$ cat src/rtl/audio_tone_pkg.sv
// Shared constants for the multi-channel test-tone generator: waveform codes,
// default widths and the dither LFSR definition.
package audio_tone_pkg;

    localparam int DEFAULT_AUDIO_WIDTH = 16;
    localparam int DEFAULT_CHANNELS    = 2;
    localparam int DEFAULT_PHASE_WIDTH = 24;

    localparam logic [1:0] MODE_SAW      = 2'd0;
    localparam logic [1:0] MODE_SQUARE   = 2'd1;
    localparam logic [1:0] MODE_TRIANGLE = 2'd2;
    localparam logic [1:0] MODE_SILENCE  = 2'd3;

    // Right-shifting Galois form; mask bits correspond to taps 16,14,13,11.
    localparam logic [15:0] LFSR_SEED = 16'hACE1;
    localparam logic [15:0] LFSR_TAPS = 16'hB400;

    function automatic logic [15:0] lfsr_next(input logic [15:0] value);
        lfsr_next = {1'b0, value[15:1]} ^ (value[0] ? LFSR_TAPS : 16'h0000);
    endfunction

endpackage

$ cat src/rtl/audio_wave_shaper.sv
// Combinational waveform shaper: maps the top slice of a phase accumulator to a
// two's complement sample for the selected mode, then applies attenuation.
module audio_wave_shaper
    import audio_tone_pkg::*;
#(
    parameter int AUDIO_WIDTH = DEFAULT_AUDIO_WIDTH
)
(
    input  logic [AUDIO_WIDTH-1:0] i_phase,
    input  logic [1:0]             i_mode,
    input  logic [3:0]             i_atten,
    output logic [AUDIO_WIDTH-1:0] o_sample
);

    localparam logic [AUDIO_WIDTH-1:0] POS_MAX = {1'b0, {(AUDIO_WIDTH-1){1'b1}}};
    localparam logic [AUDIO_WIDTH-1:0] NEG_MAX = {1'b1, {(AUDIO_WIDTH-2){1'b0}}, 1'b1};

    logic [AUDIO_WIDTH-1:0] w_tri;
    logic [AUDIO_WIDTH-1:0] w_raw;

    // Triangle folds the doubled phase on the second half-period.
    always_comb begin
        w_tri = {i_phase[AUDIO_WIDTH-2:0], 1'b0};
        if (i_phase[AUDIO_WIDTH-1]) begin
            w_tri = ~w_tri;
        end
        case (i_mode)
            MODE_SAW:      w_raw = {~i_phase[AUDIO_WIDTH-1], i_phase[AUDIO_WIDTH-2:0]};
            MODE_SQUARE:   w_raw = i_phase[AUDIO_WIDTH-1] ? NEG_MAX : POS_MAX;
            MODE_TRIANGLE: w_raw = {~w_tri[AUDIO_WIDTH-1], w_tri[AUDIO_WIDTH-2:0]};
            MODE_SILENCE:  w_raw = '0;
            default:       w_raw = '0;
        endcase
    end

    assign o_sample = $signed(w_raw) >>> i_atten;

endmodule

$ cat src/rtl/audio_tone_gen.sv
// Multi-channel test-tone source feeding the live-audio FIFO write side.
// Define AUDIO_TONE_GEN_DITHER_EN to add LFSR dither to every sample.
module audio_tone_gen
    import audio_tone_pkg::*;
#(
    parameter int AUDIO_WIDTH = DEFAULT_AUDIO_WIDTH,
    parameter int CHANNELS    = DEFAULT_CHANNELS,
    parameter int PHASE_WIDTH = DEFAULT_PHASE_WIDTH
)
(
    input  logic                            clk,
    input  logic                            reset,
    input  logic                            i_run,
    input  logic [1:0]                      i_mode,
    input  logic [3:0]                      i_atten,
    input  logic [CHANNELS*PHASE_WIDTH-1:0] i_phase_inc,
    output logic [AUDIO_WIDTH*CHANNELS-1:0] o_data_out,
    output logic                            o_en_out,
    input  logic                            i_full_in
);

    localparam int FRAME_WIDTH = AUDIO_WIDTH * CHANNELS;

    logic [PHASE_WIDTH-1:0] r_phase  [CHANNELS];
    logic [AUDIO_WIDTH-1:0] w_shaped [CHANNELS];
    logic [AUDIO_WIDTH-1:0] w_sample [CHANNELS];
    logic [FRAME_WIDTH-1:0] r_frame;
    logic [FRAME_WIDTH-1:0] w_nextFrame;
    logic                   r_valid;
    logic                   w_transfer;
    logic                   w_load;

    // A frame is reloaded when the slot is empty and running, or when the
    // current frame is consumed, so back-to-back transfers need no bubble.
    assign w_transfer = r_valid & i_run & ~i_full_in;
    assign w_load     = (~r_valid & i_run) | w_transfer;
    assign o_en_out   = w_transfer;
    assign o_data_out = r_frame;

`ifdef AUDIO_TONE_GEN_DITHER_EN
    localparam logic [AUDIO_WIDTH-1:0] POS_MAX = {1'b0, {(AUDIO_WIDTH-1){1'b1}}};

    logic [15:0] r_lfsr;

    always_ff @(posedge clk or posedge reset) begin
        if (reset) begin
            r_lfsr <= LFSR_SEED;
        end else if (w_load) begin
            r_lfsr <= lfsr_next(r_lfsr);
        end
    end
`endif

    for (genvar c = 0; c < CHANNELS; c++) begin : g_chan
        audio_wave_shaper #(
            .AUDIO_WIDTH (AUDIO_WIDTH)
        ) u_shaper (
            .i_phase  (r_phase[c][PHASE_WIDTH-1 -: AUDIO_WIDTH]),
            .i_mode   (i_mode),
            .i_atten  (i_atten),
            .o_sample (w_shaped[c])
        );
`ifdef AUDIO_TONE_GEN_DITHER_EN
        // Dither saturates at positive full scale instead of wrapping negative.
        assign w_sample[c] = (r_lfsr[0] && (w_shaped[c] != POS_MAX)) ?
                             w_shaped[c] + 1'b1 : w_shaped[c];
`else
        assign w_sample[c] = w_shaped[c];
`endif
    end

    // Channel 0 lands in the most significant slice, matching {left,right}.
    always_comb begin
        w_nextFrame = '0;
        for (int c = 0; c < CHANNELS; c++) begin
            w_nextFrame[(CHANNELS-1-c)*AUDIO_WIDTH +: AUDIO_WIDTH] = w_sample[c];
        end
    end

    always_ff @(posedge clk or posedge reset) begin
        if (reset) begin
            for (int c = 0; c < CHANNELS; c++) begin
                r_phase[c] <= '0;
            end
            r_frame <= '0;
            r_valid <= 1'b0;
        end else if (w_load) begin
            for (int c = 0; c < CHANNELS; c++) begin
                r_phase[c] <= r_phase[c] + i_phase_inc[c*PHASE_WIDTH +: PHASE_WIDTH];
            end
            r_frame <= w_nextFrame;
            r_valid <= 1'b1;
        end
    end

endmodule
$ cat config.mk
export PLATFORM = sky130hd
export DESIGN_NAME = audio_tone_gen
export DESIGN_NICKNAME = d
export VERILOG_FILES = /design/src/rtl/audio_tone_pkg.sv /design/src/rtl/audio_wave_shaper.sv /design/src/rtl/audio_tone_gen.sv
export SDC_FILE = /design/constraint.sdc
export NUM_CORES = 1
export LEC_CHECK = 0
export BUFFER_PORTS_ARGS = -buffer_cell sky130_fd_sc_hd__buf_2
export CELL_PAD_IN_SITES_DETAIL_PLACEMENT = 0
export CELL_PAD_IN_SITES_GLOBAL_PLACEMENT = 1
export CORE_UTILIZATION = 35
export DETAILED_ROUTE_END_ITERATION = 7
export HOLD_SLACK_MARGIN = 0.12
export PLACE_DENSITY_LB_ADDON = 0.08
export SYNTH_ARGS = -nofsm -noshare
export SYNTH_HDL_FRONTEND = slang
export SYNTH_HIERARCHICAL = 1
export SYNTH_SLANG_ARGS = --single-unit
export TNS_END_PERCENT = 5
$ cat constraint.sdc
create_clock -name clk -period 6.47 [get_ports clk]
set_clock_uncertainty 0.15 [all_clocks]
set_input_delay 0.647 -clock clk [delete_from_list [all_inputs] [get_ports clk]]
set_output_delay 0.647 -clock clk [all_outputs]
set_load 0.01 [all_outputs]
==> metrics.md <==
| Metric | Value |
|---|---|
| Largest net degree at the start of global routing | `96` |
| N_diodes | `0` |
| Initial Util | `0.3578` |
| CTS Sinks | `81` |
| CTS tree | `built` |
| Placement Cell Area | `8909 sq um` |
| 1st-iter DRT viols | `477` |
| Most frequent cell after synthesis | `nand2_1` |
| CP arrival | `3.65 ns` |
| Final wirelength | `roughly 25000 um` |
| DRC viols | `0` |
| IO buf count | `90` |
| Area contributors post-synth | `dfrtp_1 24%, nand2_1 9.5%, ha_1 6.8%` |
| Yosys warns | `6` |
| Reg clk slew, reported paths | `approximately 0.060 ns` |
| Via-to-Cell Ratio | `5.646` |
| Average size of a mapped cell | `7.963 sq um` |
| Util after Layout | `0.3912` |
| Crit end category | `flop` |
| Routed met2 length | `10850 um` |
| CP top delay family | `simple AND/OR/NAND/NOR gates` |
| Met3 Wirelength | `821 um` |
| IO Count | `91` |
| Post-synthesis register bit count | `81` |
| Routed Antenna Nets | `0` |
| Die Y | `157.1 um` |
| Buffers and inverters on the worst path | `1` |
| Post-synth ARST share | `1.000` |
| Tot GR Track Use | `0.2112` |
| First-pass GRT wire length | `41050 um` |
| Max frequency | `284.5 MHz` |
| Syn Nets | `1164` |
| Yosys top cell area share | `0.2406` |
| WP data required | `around 6.6 ns` |
| Die width | `157.1 um` |
| Max Cap Viol | `0` |
| Period utilization | `0.5432` |
| Drt pass-1 iters | `7` |
| Crit path cell chain | `buf_2, nor3b_2, nor4_1, mux2_2, mux4_2, a211oi_2, nand2_1, nand2_1` |
| Outcome | `finished clean` |
| Via count | `7978` |
| Fin area | `9209 sq um` |
| Worst Hold Class | `flop to flop` |
| Highest routed metal layer | `met4` |
| Initial antenna violation count | `0` |
| Clock period minus worst slack | `3.515 ns` |
| Die area | `24690 sq um` |
| Core area | `23540 sq um` |
| Crit-path slowest cell | `nor3b_2` |
| Setup crit start kind | `primary input` |
| Synth-to-Final Area Change | `9.312%` |
| Vias in the first global route | `~7500` |
| Final Hold Vio Count | `0` |
| Total CTS buffers | `9` |
| Setup TNS | `0 ns` |
| Register area share after synthesis | `0.2406` |
| Cells after synthesis | `around 1100` |
| Maximum VDD drop | `between 0.1 and 0.15 mV` |
| Layout net count | `1195` |
| Row Count | `56` |
| Max incr delay on CP | `0.89 ns` |
| Most used cell along the critical path | `nand2_1` |
| Slew Viols, Final | `0` |
| Post-synth EDFFs | `0` |
| Number of H-tree levels | `3` |
| Worst-Skew Late Latency | `0.35 ns` |
| Synth area leader | `dfrtp_1` |
| Worst-path fanout max | `53` |
| Final cell count without fillers | `1413` |
| Gpl congestion | `~0.84` |
| WL met1 | `~13000 um` |
| Layout cells sized above 1 | `0.1444` |
| Worst slew pin tran | `0.9627 ns` |
| Pwr Total | `3.713 mW` |
| Post-synth top flop | `dfrtp_1` |
| Filler cell count | `2576` |
| GRT overflow | `0` |
| Synth cell types | `87` |
| RSZ-0062 raised after global routing | `false` |
| Cells after DPL | `1396` |
| Lkg Pwr | `roughly 4.0 nW` |
| Synthesized area | `8424 sq um` |
| Max Root-Sink Buffers | `2` |
| Slew HR | `0.3582` |
| DR WL/cell | `17.93 um` |
| Critical path class | `primary input to flop` |
| Top cells by count, synth | `214 x nand2_1, 81 x dfrtp_1, 70 x a21oi_1` |
| Final setup vio count | `0` |
| Pwr dens | `403.2 nW/um^2` |
| Root Buffer Master | `clkbuf_16` |
| HPWL Detailed | `between 15000 and 20000 um` |
-- sequential cells by signal, indices dropped and copies added (netlist names) --
signal	count
r_phase	48
o_data_out	32
r_valid	1
-- path summary, 6_finish.rpt --
path | start | to | slack, ns | depth (start not counted)
worst max register to register | r_phase[23] | o_data_out[0] | 3.14 | 8
max in group asynchronous | reset | r_phase[21] | 4.29 | 4
min in group asynchronous | reset | o_data_out[23] | 0.67 | 3
worst min register to register | o_data_out[29] | o_data_out[29] | 0.32 | 2
worst min-delay path | o_data_out[29] | o_data_out[29] | 0.32 | 2
worst max-delay path | i_mode[0] | o_data_out[16] | 2.96 | 8
-- power breakdown --
| group | total, mW | switching [mW] | leakage (nW) | internal (mW) |
|---|---|---|---|---|
| logic | 2.23 | 1.29 | 2.87 | 0.936 |
| registers | 0.947 | 0.242 | 1.00 | 0.705 |
| clock network | 0.535 | 0.226 | 0.144 | 0.310 |
-- layout by cell type (no fill, tap or decap), types with 25 or more instances in the layout --
cell type	synthesis	layout
nor4_1	25	25
buf_2	16	90
nand2_1	214	213
nor3b_1	31	31
dfrtp_1	81	81
o21ai_0	49	49
a21oi_1	70	70
nand3_1	31	31
nor2_1	52	52
nor4bb_1	44	44
ha_1	46	46
-- worst min-delay path, cell delays in order (launching register included) --
cell	delay, ns
dfrtp_1	0.34
nand2_1	0.05
nand2_1	0.05
-- through the flow --
step / hold WS (ns) / worst slack (ns)
global placement: 0.3030 / 2.674
finish: 0.3170 / 2.955
CTS: 0.3229 / 2.992
floorplan: 0.2998 / 3.593
global route: 0.3430 / 2.675
detailed placement: 0.3080 / 2.636
-- cells by family after synthesis --
logic type | synth area share
simple gates | 0.3208
buf+inv | 0.06060
flops | 0.2406
mux | 0.05629
xor+xnor | 0.02495
compound gates | 0.2237
fa+ha+maj | 0.07307
-- routing by layer --
metal  global-route usage  up-vias
li1                     -     4038
met1               0.3187     3756
met2               0.3211      167
met3              0.01790       17
met4              0.05086        0
met5                    0        -
-- final cells by class --
class,instances,area (sq um),share of cell area
Clock buffer,13,250.2,0.02717
Multi-Input combinational cell,877,5896,0.6402
Sequential cell,81,2027,0.2201
Tap cell,319,399.1,0.04334
Timing Repair Buffer,98,513.0,0.05571
Inverter,22,83.83,0.009103
Clock inverter,3,40.04,0.004348
-- timing repair --
action	4_1_cts	5_1_grt
gates resized for setup	0	0
hold buffers	1	0
endpoints found under the hold margin	18	0
setup buffers	0	0
No activity file was read; power rests on OpenSTA's default activity.
